==> config.mk <==
export PLATFORM = sky130hd
export DESIGN_NAME = rns_prod_sum_seq
export DESIGN_NICKNAME = d
export VERILOG_FILES = /design/src/rtl/rns_seq_pkg.sv /design/src/rtl/rns_prod_sum_seq.sv
export SDC_FILE = /design/constraint.sdc
export NUM_CORES = 1
export LEC_CHECK = 0
export BUFFER_PORTS_ARGS = -buffer_cell sky130_fd_sc_hd__buf_2
export CAP_MARGIN = 40
export CORE_MARGIN = 4
export CORE_UTILIZATION = 55
export CTS_CLUSTER_SIZE = 8
export DETAILED_ROUTE_END_ITERATION = 6
export PLACE_DENSITY = 0.81
export SLEW_MARGIN = 20
export SYNTH_ARGS = -nofsm -noshare
export SYNTH_HDL_FRONTEND = slang
export SYNTH_SLANG_ARGS = --single-unit
==> constraint.sdc <==
create_clock -name f_clk -period 3.7 [get_ports f_clk]
set_input_delay 0.74 -clock f_clk [delete_from_list [all_inputs] [get_ports f_clk]]
set_output_delay 0.74 -clock f_clk [all_outputs]
set_load 0.03 [all_outputs]
==> src/rtl/rns_seq_pkg.sv <==
// Shared definitions for the RNS product-sum sequencer: state encoding,
// default geometry and the digit moduli used by reference models.
package rns_seq_pkg;

    typedef enum logic [1:0] {
        ST_IDLE,
        ST_LOAD,
        ST_DUMP,
        ST_DONE
    } seq_state_t;

    localparam int unsigned DEF_NUM_PRODS  = 16;
    localparam int unsigned DEF_NUM_DIGITS = 10;

    localparam int unsigned MODULI [DEF_NUM_DIGITS] = '{
        65536, 78125, 117649, 177147, 262027,
        262049, 262051, 262069, 262079, 262103
    };

endpackage

==> src/rtl/rns_prod_sum_seq.sv <==
// Fast-clock sequencer driving digit-FIFO reads and MAC trunc/clear controls
// for a programmable number of NUM_PRODS-product batches.
module rns_prod_sum_seq
    import rns_seq_pkg::*;
#(
    parameter int unsigned NUM_PRODS   = DEF_NUM_PRODS,
    parameter int unsigned NUM_DIGITS  = DEF_NUM_DIGITS,
    parameter int unsigned TRUNC_START = 2,
    parameter int unsigned TRUNC_END   = NUM_PRODS - 3,
    parameter int unsigned BATCH_W     = 16,
    localparam int unsigned PCW        = $clog2(NUM_PRODS)
) (
    input  logic                  f_clk,
    input  logic                  f_async_clr_n,
    input  logic                  start,
    input  logic [BATCH_W-1:0]    num_batches,
    input  logic                  abort,
    input  logic [NUM_DIGITS-1:0] in_empty,
    input  logic [NUM_DIGITS-1:0] out_full,
    output logic                  data_in_rd_req,
    output logic                  trunc_ena,
    output logic                  clear_ena,
    output logic                  busy,
    output logic                  done,
    output logic [BATCH_W-1:0]    batch_cnt,
    output logic [PCW-1:0]        prod_cnt,
    output logic [15:0]           stall_cnt
);

    seq_state_t         state, state_nxt;
    logic [BATCH_W-1:0] captured;
    logic               any_empty, any_full;
    logic               last_prod, last_batch, accept;

    always_ff @(posedge f_clk or negedge f_async_clr_n) begin
        if (!f_async_clr_n) state <= ST_IDLE;
        else                state <= state_nxt;
    end

    always_comb begin
        any_empty      = |in_empty;
        any_full       = |out_full;
        last_prod      = (prod_cnt == PCW'(NUM_PRODS - 1));
        last_batch     = (batch_cnt == captured - BATCH_W'(1));
        accept         = (state == ST_IDLE) && start && !abort;
        data_in_rd_req = (state == ST_LOAD) && !any_empty;
        trunc_ena      = (state == ST_LOAD) &&
                         (prod_cnt >= PCW'(TRUNC_START)) &&
                         (prod_cnt <  PCW'(TRUNC_END));
        // Tied to the actual read so a stall on the final product withholds it.
        clear_ena      = data_in_rd_req && last_prod;
        busy           = (state == ST_LOAD) || (state == ST_DUMP);
        done           = (state == ST_DONE);

        state_nxt = state;
        case (state)
            ST_IDLE: if (start) state_nxt = (num_batches != '0) ? ST_LOAD : ST_DONE;
            ST_LOAD: if (data_in_rd_req && last_prod) state_nxt = ST_DUMP;
            ST_DUMP: if (!any_full) state_nxt = last_batch ? ST_DONE : ST_LOAD;
            ST_DONE: state_nxt = ST_IDLE;
            default: state_nxt = ST_IDLE;
        endcase
        if (abort) state_nxt = ST_IDLE;
    end

    always_ff @(posedge f_clk or negedge f_async_clr_n) begin
        if (!f_async_clr_n) begin
            captured  <= '0;
            batch_cnt <= '0;
            prod_cnt  <= '0;
            stall_cnt <= '0;
        end else if (accept) begin
            captured  <= num_batches;
            batch_cnt <= '0;
            prod_cnt  <= '0;
            stall_cnt <= '0;
        end else if (state == ST_LOAD) begin
            // Reads in the abort cycle still advance the product index.
            if (data_in_rd_req)
                prod_cnt <= last_prod ? '0 : prod_cnt + PCW'(1);
            else if (stall_cnt != '1)
                stall_cnt <= stall_cnt + 16'd1;
        end else if (state == ST_DUMP) begin
            if (any_full) begin
                if (stall_cnt != '1) stall_cnt <= stall_cnt + 16'd1;
            end else if (!abort && !last_batch) begin
                batch_cnt <= batch_cnt + BATCH_W'(1);
            end
        end
    end

endmodule

# Word level (Yosys, flattened, before mapping)

Cells that the tools add are included.

Flip-flop bits (word level): 54
Bits in latches: 0
Bits in writable memories: 0
ROM bits: 0
Bits of input ports: 40
Logic and storage cells: 70
Memories kept: 0

Add/sub/neg operators: 4
Multiply operators: 0
Div/mod/pow operators: 0
Order comparisons: 2
Equal/unequal tests: 12
Shifts and indexed selects: 0
Multiplexer cells: 22
Bitwise operators: 0
Reductions and logical operators: 25

Operator list:

| operator                | count |
|---|---|
| $mux W16                | 11 |
| $add A16 B1 Y16 const B | 2 |
| $reduce_or A10 Y1       | 2 |
| $eq A16 B16 Y1          | 1 |
| $mux W4                 | 4 |
| $ne A16 B16 Y1 const B  | 1 |
| $reduce_bool A16 Y1     | 1 |
| $sub A16 B1 Y16 const B | 1 |
| $mux W2                 | 6 |
| $ne A3 B3 Y1 const B    | 4 |
| $pmux W2 S4             | 1 |
| $reduce_bool A2 Y1      | 4 |
| $logic_and A1 B1 Y1     | 7 |
| $reduce_and A3 Y1       | 2 |
| $reduce_bool A3 Y1      | 2 |
| $add A4 B1 Y4 const B   | 1 |
| $eq A2 B2 Y1 const B    | 2 |
| $eq A4 B4 Y1 const B    | 1 |
| $ge A4 B2 Y1 const B    | 1 |
| $lt A4 B4 Y1 const B    | 1 |
| $reduce_and A4 Y1       | 1 |
| $logic_not A1 Y1        | 3 |
| $eq A2 B1 Y1 const B    | 1 |
| $logic_not A2 Y1        | 1 |
| other kinds (4)         | 4 |

# Longest topological paths before layout

Gate-level depths: netlist (run 1).

Word-level depth: 9
Mapped depth: 12
Mapped depth without buffers: 10

# Worst setup path before layout (run 1)

No wires, ideal clock.

Kind: register to output
From: reg state[1]
To: out clear_ena
Arrival: 2,029 ps
Required time: 2,960 ps
Slack: 931 ps
Stages on the path, launching flop included: 9
Buffers on the path: 2
Cell sequence: dfrtp_1 inv_1 ha_1 clkbuf_1 nor4b_1 and3_1 clkbuf_1 nand4_1 inv_1

Cells in the longest elaborated chain, start to end: 3

Ends and longest elaborated chain:

| item                     | RTL line               | RTL |
|---|---|---|
| start: declaration       | rns_prod_sum_seq.sv:30 | `seq_state_t state, state_nxt;` |
| start signal: assignment | rns_prod_sum_seq.sv:37 | `else state <= state_nxt;` |
| $eq A2 B1 Y1             | rns_prod_sum_seq.sv:46 | `data_in_rd_req = (state == ST_LOAD) && !any_empty;` |
| $logic_and A1 B1 Y1      | rns_prod_sum_seq.sv:46 |  |
| named net data_in_rd_req | rns_prod_sum_seq.sv:20 | `output logic data_in_rd_req,` |
| $logic_and A1 B1 Y1      | rns_prod_sum_seq.sv:51 | `clear_ena = data_in_rd_req && last_prod;` |
| end: declaration         | rns_prod_sum_seq.sv:22 | `output logic clear_ena,` |

The timed path passes the listed nets, and every way through them passes these cells.

# Final worst setup path (run 1)

From: reg captured[0]
To: reg batch_cnt[12]

Cells in the longest elaborated chain, start to end: 6

Ends and longest elaborated chain:

| item                         | RTL line               | RTL |
|---|---|---|
| start: declaration           | rns_prod_sum_seq.sv:31 | `logic [BATCH_W-1:0] captured;` |
| start signal: assignment     | rns_prod_sum_seq.sv:73 | `captured <= num_batches;` |
| $sub A16 B1 Y16              | rns_prod_sum_seq.sv:44 | `last_batch = (batch_cnt == captured - BATCH_W'(1));` |
| $eq A16 B16 Y1               | rns_prod_sum_seq.sv:44 |  |
| $logic_not A1 Y1             | rns_prod_sum_seq.sv:86 | `end else if (!abort && !last_batch) begin` |
| $logic_and A1 B1 Y1          | rns_prod_sum_seq.sv:86 |  |
| $reduce_bool A2 Y1 (no line) | --                     |  |
| $reduce_and A4 Y1 (no line)  | --                     |  |
| end signal: assignment       | rns_prod_sum_seq.sv:87 | `batch_cnt <= batch_cnt + BATCH_W'(1);` |
| end: declaration             | rns_prod_sum_seq.sv:25 | `output logic [BATCH_W-1:0] batch_cnt,` |

Every way passes these cells.
A chain may end at the register's enable or synchronous reset.

==> results of run 1 <==
## per-layer routing
layer,track usage,share of wire,vias to the layer above
met5,0,0,-
met4,0.0614,0.0082,0
met3,0.0461,0.045,5
met2,0.403,0.51,60
met1,0.308,0.44,1556
li1,-,-,1616
## critical path, delay by kind of cell (launching register included)
kind / cells / cell delay (ns)
AOI/OAI and AO/OA: 4 / 1.14
adders and majority gates: 1 / 0.33
buffers and inverters: 1 / 0.09
DFF: 1 / 0.43
and+or+nand+nor: 4 / 0.92
## cell families (layout without fill, tap and decap cells)
logic type,count (synthesis),count (layout)
xor+xnor,33,33
buf+inv,34,111
compound gates,74,74
fa+ha+maj,10,10
simple gates,199,199
flops,54,54
mux,7,7
## cell usage in the layout (no fill, tap or decap), drive strengths merged, types with 7 or more instances in the layout
cell type	n
buf	84
nand2	70
dfrtp	54
nor2	41
o21ai	21
inv	19
xnor2	19
a21oi	17
or3	16
nand4	15
xor2	14
ha	10
nor3	9
nor4	9
nand3	8
and3	7
## worst max-delay path by stage
stage / from / end / slack, ns
after floorplan: state[1] / clear_ena / 0.93
after detailed placement: captured[0] / batch_cnt[12] / 0.72
after global routing: captured[0] / batch_cnt[12] / 0.32
after global placement: captured[0] / batch_cnt[12] / 0.81
after CTS: captured[0] / batch_cnt[12] / 0.70
final: captured[0] / batch_cnt[12] / 0.68
## cell type report
cell class              instances  share of cell area
inverters                      19              0.0174
flip-flops and latches         54               0.330
multi-input cells             323               0.496
clock inverters                 2             0.00306
repair buffers                 84               0.110
clock buffers                   6              0.0202
well taps                      75              0.0229
## Yosys cell counts, types with 2 or more instances
cell type,count
nand2_1,70
dfrtp_1,54
nor2_1,41
o21ai_0,21
inv_1,19
xnor2_1,19
a21oi_1,17
or3_1,16
nand4_1,15
xor2_1,14
clkbuf_1,10
ha_1,10
nand3_1,8
nor3_1,8
and3_1,7
nor4_1,7
mux2i_1,6
and2_1,5
buf_2,4
o211ai_1,4
a211oi_1,3
a31o_2,3
a31oi_1,3
nand2b_1,3
or2_2,3
a41oi_1,2
nor4b_1,2
nor4b_2,2
or4_1,2
## power by group through the flow
stage / registers [mW] / logic (mW) / clock network (mW)
after floorplan: 0.845 / 0.816 / 0
after global placement: 0.894 / 0.990 / 0
after detailed placement: 0.894 / 1.01 / 0
after CTS: 0.883 / 1.02 / 0.350
after global routing: 0.909 / 1.14 / 0.377
final: 0.884 / 1.02 / 0.341
## flip-flops by register name, summed over array words and instances (netlist names)
signal / flops
batch_cnt: 16
captured: 16
stall_cnt: 16
prod_cnt: 4
state: 2
==> flow_metrics.py, run 1 <==
metrics = {
    "outcome": {
        "outcome": "finished clean",
    },
    "finish": {
        "multi_input_area_um2": 2030,
        "nNetsFinal": 537,
        "fill_cells": 500,
        "final_area_um2": 4090,
        "area_growth_pct": 16.4,
        "drive_gt1_frac": 0.227,
        "seqCellArea_um2": 1350,
        "layoutNonFillerInstCount": 563,
        "utilization": 0.675,
        "diodes": 0,
    },
    "logic_synthesis": {
        "yosys.area_share.simple": 0.295,
        "ys_seq_area_frac": 0.385,
        "netlist-cell-type-count": 62,
        "syn_nets": 461,
        "netlist_instances": 411,
        "synthArstFlopShare": 1.00,
        "syn_avg_cell_area_um2": 8.55,
        "synthAdderAreaFrac": 0.0356,
        "synth_area_leaders": "dfrtp_1, nand2_1, xnor2_1",
        "synth_warnings": 0,
        "synth_area_um2": 3510,
        "synthFlopType": "dfrtp_1",
        "synth_xor_area_frac": 0.0823,
        "synth_top_family_by_area": "simple AND/OR/NAND/NOR gates",
        "synth-edff-count": 0,
        "synth_compound_area_frac": 0.144,
        "ys_seq_elements": 54,
        "yosys.area.top_type_share": 0.385,
        "synthMuxAreaShare": 0.0203,
        "synth_top_area_cell": "dfrtp_1",
    },
    "floorplanning": {
        "start_util": 0.580,
        "die_w_um": 87.9,
        "io_pins": 81,
        "die_y_um": 87.9,
        "rows": 28,
        "core_area_um2": 6060,
        "die-area_um2": 7730,
    },
    "clocking": {
        "cts.htree.levels": 2,
        "cts_resized": 0,
        "cts_setup_buffers": 0,
        "cts_tree": "done",
        "clkLatencyLatePin_ns": 0.31,
        "clock-sinks": 54,
        "path_clk_slew_ns": 0.10,
        "cts_buffer_depth": 2,
        "numCtsBuffers": 5,
        "cts_root_buffer": "clkbuf_8",
        "hold_buffers": 0,
    },
    "setup_path": {
        "rr_endpoint": "batch_cnt[12]",
        "cp_max_fo": 9,
        "crit_chain": "inv_1 -> ha_1 -> nor4b_2 -> nand2_1 -> a2111oi_1 -> o221a_2 -> nand4b_4 -> o2111a_1 -> and4b_1 -> o21a_1",
        "worstPathArrival_ns": 3.22,
        "crit_slowest_cell": "nor4b_2",
        "end_kind": "register",
        "required_ns": 3.91,
        "startpoint_type": "register",
        "reg2reg_slack_ns": 0.68,
        "slowest_delay_ns": 0.44,
        "rr_worst_depth": 10,
        "crit_type": "register to register",
        "r2r-start": "captured[0]",
    },
    "detailed_routing": {
        "drc": 0,
        "vias": 3237,
        "first_pass_iters": 4,
        "viasPerCell": 5.75,
        "ant_nets": 0,
        "drtIter0Drc": 242,
        "wl_um": 8550,
        "wire_per_inst_um": 15.2,
    },
    "power_and_ir_drop": {
        "ir_drop_mv": 0.416,
        "pwr-share-comb": 0.454,
        "intPower_mw": 1.27,
        "leakagePower_nw": 1.97,
        "clockPowerShare": 0.152,
        "switching_share": 0.436,
        "p_total_mw": 2.24,
        "power_switching_mw": 0.979,
        "powerDensity_nw_per_um2": 549,
        "sequentialPowerShare": 0.394,
    },
    "sta": {
        "rsz0062_at_grt": "false",
        "tns_ns": 0,
        "holdWs_ns": 0.364,
        "slew_headroom": 0.568,
        "tightestPinTransition_ns": 0.645,
        "finalSetupViolations": 0,
        "finClkSkew_ns": 0.00603,
        "min_period_over_period": 0.815,
        "finalHoldViolCount": 0,
        "period_needed_ns": 3.02,
        "drv_slew": 0,
        "finalWorstSetupSlack_ns": 0.684,
        "max_freq_mhz": 332,
    },
    "global_routing": {
        "grt_max_degree": 40,
        "grt_usage": 0.236,
        "overflow": 0,
        "grt_pass1_wl_um": 14600,
        "antenna_found_initial": 0,
        "grt_pass1_vias": 3129,
    },
    "min_path": {
        "hp-class": "input pin to async pin",
    },
    "job": {
        "drv_cap": 0,
    },
    "placement": {
        "postPlaceCellArea_um2": 3970,
        "dp_hpwl_um": 6580,
        "routabilityCongestion": 0.914,
        "io_buffers": 80,
        "dpl.cell_count": 554,
        "post-place-ws_ns": 0.723,
    },
}
No activity file was read; power rests on OpenSTA's default activity.
==> inputs of run 2 (changes only) <==
==> constraint.sdc (replaced) <==
create_clock -name f_clk -period 2.9 [get_ports f_clk]
set_input_delay 0.58 -clock f_clk [delete_from_list [all_inputs] [get_ports f_clk]]
set_output_delay 0.58 -clock f_clk [all_outputs]
set_load 0.03 [all_outputs]
==> run 2 against run 1 <==
  * Highest routed layer unchanged
  * Setup slack worse by 0.58 ns
  * Critical endpoint unchanged
  * Critical path type unchanged
  * Clock power up 52%
  * First-iteration DRC count down 33%
  * Largest power group unchanged
  * Sequential cell count unchanged
  * Routed wire length up 3.2%
  * Combinational power up 47%
==> flow_metrics.py, run 2 (synthesis gave the netlist of run 1 again) <==
metrics = {
    "sta": {
        "period_needed_ns": 2.80,
        "tns_ns": 0,
        "rsz0062_at_grt": "false",
        "min_period_over_period": 0.965,
        "finalSetupViolations": 0,
        "max_freq_mhz": 357,
        "finalWorstSetupSlack_ns": 0.100,
        "holdWs_ns": 0.238,
        "finClkSkew_ns": 0.0140,
        "finalHoldViolCount": 0,
        "drv_slew": 0,
        "tightestPinTransition_ns": 0.522,
        "slew_headroom": 0.652,
    },
    "floorplanning": {
        "die_w_um": 87.9,
        "die-area_um2": 7730,
        "rows": 28,
        "io_pins": 81,
        "start_util": 0.580,
        "core_area_um2": 6060,
        "die_y_um": 87.9,
    },
    "finish": {
        "drive_gt1_frac": 0.263,
        "final_common_cell": "buf_2",
        "fill_cells": 508,
        "nNetsFinal": 551,
        "mostFrequentLayoutCells": "buf_2, nand2_1, dfrtp_1",
        "diodes": 0,
        "reg_top3": "batch_cnt x16, captured x16, stall_cnt x16",
        "area_growth_pct": 20.8,
        "utilization": 0.700,
    },
    "clocking": {
        "clock-sinks": 54,
        "hold_buffers": 0,
        "cts_buffer_depth": 2,
        "clkLatencyLatePin_ns": 0.31,
        "numCtsBuffers": 5,
        "cts_tree": "done",
        "path_clk_slew_ns": 0.10,
        "cts_root_buffer": "clkbuf_8",
        "cts.htree.levels": 2,
    },
    "global_routing": {
        "grt_pass1_vias": 3216,
        "grt_pass1_wl_um": 14500,
        "grt_max_degree": 55,
        "antenna_found_initial": 0,
        "grt_usage": 0.234,
        "overflow": 0,
    },
    "detailed_routing": {
        "ant_nets": 0,
        "drtIter0Drc": 162,
        "wl_um": 8820,
        "drc": 0,
        "first_pass_iters": 4,
        "viasPerCell": 5.80,
        "wire_per_inst_um": 15.3,
        "vias": 3349,
    },
    "setup_path": {
        "end_kind": "register",
        "worstPathArrival_ns": 3.02,
        "worst-path-buf-inv": 1,
        "worst_path_dominant_cell_family": "simple AND/OR/NAND/NOR gates",
        "rr_worst_depth": 10,
        "r2r-start": "captured[0]",
        "slowest_delay_ns": 0.49,
        "path_depth": 10,
        "reg2reg_slack_ns": 0.10,
        "startpoint_type": "register",
        "rr_endpoint": "batch_cnt[12]",
        "crit_chain": "inv_2 -> ha_4 -> or4b_4 -> or3_1 -> o211ai_1 -> o31a_2 -> nand4b_4 -> o2111a_2 -> and4b_1 -> o21a_1",
        "required_ns": 3.12,
        "crit_type": "register to register",
        "crit_slowest_cell": "or4b_4",
        "cp_max_fo": 6,
    },
    "placement": {
        "routabilityCongestion": 0.988,
        "dp_hpwl_um": 6690,
        "io_buffers": 80,
        "post-place-ws_ns": -0.00982,
    },
    "power_and_ir_drop": {
        "leakagePower_nw": 2.05,
        "ir_drop_mv": 0.630,
        "powerDensity_nw_per_um2": 736,
    },
    "outcome": {
        "outcome": "finished clean",
    },
    "min_path": {
        "hp-class": "input pin to async pin",
    },
    "job": {
        "drv_cap": 0,
    },
}
-- run 2: cell count changes in the layout (fill, tap and decap cells not counted), sizes merged --
cell | previous run | this run
clkinvlp | 1 | 2
clkinv | 1 | 0
clkbuf | 6 | 5
bufinv | 0 | 1
buf | 84 | 98
-- run 2: final cells by class --
| cell class | count | area, um^2 | share of cell area |
|---|---|---|---|
| sequential | 54 | 1350 | 0.318 |
| inverter | 19 | 71.3 | 0.0168 |
| multi-input combinational | 323 | 2060 | 0.487 |
| tap | 75 | 93.8 | 0.0221 |
| timing repair buffer | 98 | 548 | 0.129 |
| clock inverter | 3 | 45.0 | 0.0106 |
| clock buffer | 5 | 68.8 | 0.0162 |
-- run 2: how the worst max path moves through the flow --
stage                    end  slack (ns)   startpoint
2_1_floorplan  batch_cnt[12]        0.14  captured[0]
3_3_place_gp   batch_cnt[12]        0.13  captured[0]
3_5_place_dp   batch_cnt[12]       -0.01  captured[0]
4_1_cts        batch_cnt[12]        0.02  captured[0]
5_1_grt        batch_cnt[12]       0.002  captured[0]
6_report       batch_cnt[12]        0.10  captured[0]
-- run 2: worst reg2reg max path, stage by stage, from the launching register on --
cell      delay [ns]
dfrtp_1         0.43
inv_2           0.10
ha_4            0.17
or4b_4          0.49
or3_1           0.32
o211ai_1        0.17
o31a_2          0.20
nand4b_4        0.13
o2111a_2        0.33
and4b_1         0.21
o21a_1          0.17
-- run 2: stage by stage --
| stage | std cells | instance area [um^2] | power [mW] |
|---|---|---|---|
| 3_5_place_dp | 567 | 4080 | 2.54 |
| 6_report | 577 | 4240 | 3.12 |
| 4_1_cts | 575 | 4190 | 3.06 |
| 3_3_place_gp | 567 | 4080 | 2.49 |
| 2_1_floorplan | 411 | 3510 | 2.12 |
| 5_1_grt | 577 | 4240 | 3.34 |
-- run 2: metal layers --
layer / up-vias / GRT usage / share of wire / routed length, um
met3: 9 / 0.0442 / 0.044 / 388
met5: - / 0 / 0 / 0
met4: 0 / 0.0642 / 0.013 / 113
met2: 74 / 0.415 / 0.51 / 4510
li1: 1642 / - / - / -
met1: 1624 / 0.292 / 0.43 / 3810
-- run 2: timing repair --
item,CTS,global route
pin swaps,0,2
setup endpoints to repair,2,12
resized for setup,1,9
setup buffers,0,2
-- run 2: power breakdown --
group | switching, mW | internal, mW
Clock | 0.260 | 0.257
Sequential | 0.207 | 0.899
Combinational | 0.864 | 0.636
==> inputs of run 3 (changes only) <==
--- a/config.mk
+++ b/config.mk
@@ -12,6 +12,7 @@
 export CTS_CLUSTER_SIZE = 8
 export DETAILED_ROUTE_END_ITERATION = 6
 export PLACE_DENSITY = 0.81
+export RECOVER_POWER = 25
 export SLEW_MARGIN = 20
 export SYNTH_ARGS = -nofsm -noshare
 export SYNTH_HDL_FRONTEND = slang
==> run 3 against run 2 <==
  * Sequential share of layout area rose by 0.11 points
  * Core utilization fell by 0.25 points
  * Routed wire length barely moved
  * Setup slack improved by 0.0012 ns
  * Final area fell by 0.35%
  * Hold slack improved by 0.23 ns
  * Fmax barely moved
==> flow_metrics.py, run 3 (synthesis gave the netlist of run 1 again) <==
metrics = {
    "outcome": {
        "outcome": "finished clean",
    },
    "finish": {
        "utilization": 0.698,
        "area_growth_pct": 20.3,
        "final_area_um2": 4230,
        "nNetsFinal": 551,
        "drive_gt1_frac": 0.263,
        "reg_top3": "batch_cnt x16, captured x16, stall_cnt x16",
        "diodes": 0,
        "final_common_cell": "buf_2",
        "mostFrequentLayoutCells": "buf_2, nand2_1, dfrtp_1",
    },
    "sta": {
        "rsz0062_at_grt": "false",
        "finClkSkew_ns": 0.0138,
        "min_period_over_period": 0.965,
        "tightestPinTransition_ns": 1.32,
        "slew_headroom": 0.119,
        "max_freq_mhz": 357,
        "period_needed_ns": 2.80,
        "finalWorstSetupSlack_ns": 0.102,
        "drv_slew": 0,
        "tns_ns": 0,
        "finalHoldViolCount": 0,
        "finalSetupViolations": 0,
    },
    "global_routing": {
        "grt_usage": 0.234,
        "grt_pass1_wl_um": 14500,
        "grt_max_degree": 55,
        "antenna_found_initial": 0,
        "grt_pass1_vias": 3216,
        "overflow": 0,
    },
    "setup_path": {
        "slowest_delay_ns": 0.49,
        "reg2reg_slack_ns": 0.10,
        "worst_path_dominant_cell_family": "simple AND/OR/NAND/NOR gates",
        "crit_slowest_cell": "or4b_4",
        "crit_type": "register to register",
        "crit_chain": "inv_2 -> ha_4 -> or4b_4 -> or3_1 -> o211ai_1 -> o31a_2 -> nand4b_4 -> o2111a_2 -> and4b_1 -> o21a_1",
        "cp_max_fo": 6,
        "worst-path-buf-inv": 1,
        "worstPathArrival_ns": 3.01,
        "startpoint_type": "register",
        "end_kind": "register",
        "r2r-start": "captured[0]",
        "rr_worst_depth": 10,
        "required_ns": 3.12,
        "rr_endpoint": "batch_cnt[12]",
    },
    "placement": {
        "postPlaceCellArea_um2": 4080,
        "dp_hpwl_um": 6690,
        "post-place-ws_ns": -0.00982,
        "routabilityCongestion": 0.988,
        "io_buffers": 80,
    },
    "power_and_ir_drop": {
        "ir_drop_mv": 0.630,
        "powerDensity_nw_per_um2": 738,
        "leakagePower_nw": 2.04,
    },
    "detailed_routing": {
        "wire_per_inst_um": 15.3,
        "viasPerCell": 5.81,
        "vias": 3354,
        "first_pass_iters": 4,
        "ant_nets": 0,
        "drc": 0,
        "wl_um": 8820,
        "drtIter0Drc": 162,
    },
    "floorplanning": {
        "core_area_um2": 6060,
        "die_w_um": 87.9,
        "io_pins": 81,
        "die_y_um": 87.9,
        "start_util": 0.580,
        "rows": 28,
        "die-area_um2": 7730,
    },
    "clocking": {
        "clkLatencyLatePin_ns": 0.31,
        "clock-sinks": 54,
        "cts_tree": "done",
        "cts_root_buffer": "clkbuf_8",
        "hold_buffers": 0,
        "path_clk_slew_ns": 0.10,
        "cts.htree.levels": 2,
        "cts_buffer_depth": 2,
        "numCtsBuffers": 5,
    },
    "min_path": {
        "hp-class": "input pin to register",
        "min_path_cells": 3,
        "hold_end": "captured[11]",
        "hp-start": "num_batches[11]",
    },
    "job": {
        "drv_cap": 0,
    },
}
==> run 3: cell types whose count changed in the layout (fill, tap and decap cells not counted) <==
| cell | previous run | this run |
|---|---|---|
| clkbuf_2 | 0 | 1 |
| buf_12 | 1 | 0 |
==> run 3: stage by stage <==
stage          power, mW  hold slack, ns  std cells
2_1_floorplan       2.12           0.284        411
3_3_place_gp        2.49           0.495        567
3_5_place_dp        2.54           0.507        567
4_1_cts             3.06           0.258        575
5_1_grt             3.34           0.466        577
6_report            3.12           0.463        577
==> run 3: worst max-delay path by stage <==
stage | depth (start not counted) | end | slack [ns] | start
3_3_place_gp | 10 | batch_cnt[12] | 0.13 | captured[0]
4_1_cts | 10 | batch_cnt[12] | 0.02 | captured[0]
6_report | 10 | batch_cnt[12] | 0.10 | captured[0]
3_5_place_dp | 10 | batch_cnt[12] | -0.01 | captured[0]
2_1_floorplan | 11 | batch_cnt[12] | 0.14 | captured[0]
5_1_grt | 10 | batch_cnt[12] | 0.002 | captured[0]
==> run 3: timing repair <==
action | CTS | global route
setup buffers | 0 | 2
gates resized for setup | 1 | 9
endpoints found under the setup margin | 2 | 12
pin swaps | 0 | 2
==> run 3: area by class of cell <==
type	count	area, um^2
multi-input cells	323	2060
well taps	75	93.8
flip-flops and latches	54	1350
repair buffers	98	533
clock inverters	3	45.0
inverters	19	71.3
fillers	510	1830
clock buffers	5	68.8
==> run 3: tightest hold or removal path: stages <==
cell and delay [ns]:
buf_2 0.09, nand2_1 0.04, nand2_1 0.04
==> run 3: where the power goes <==
| group | leakage (nW) | switching, mW | internal [mW] |
|---|---|---|---|
| logic | 1.27 | 0.864 | 0.633 |
| clock network | 0.0504 | 0.260 | 0.257 |
| registers | 0.724 | 0.207 | 0.899 |
==> run 3: layer usage <==
layer,track usage,share of wire
met4,0.0642,0.014
met2,0.415,0.51
met3,0.0442,0.043
met5,0,0
met1,0.292,0.43
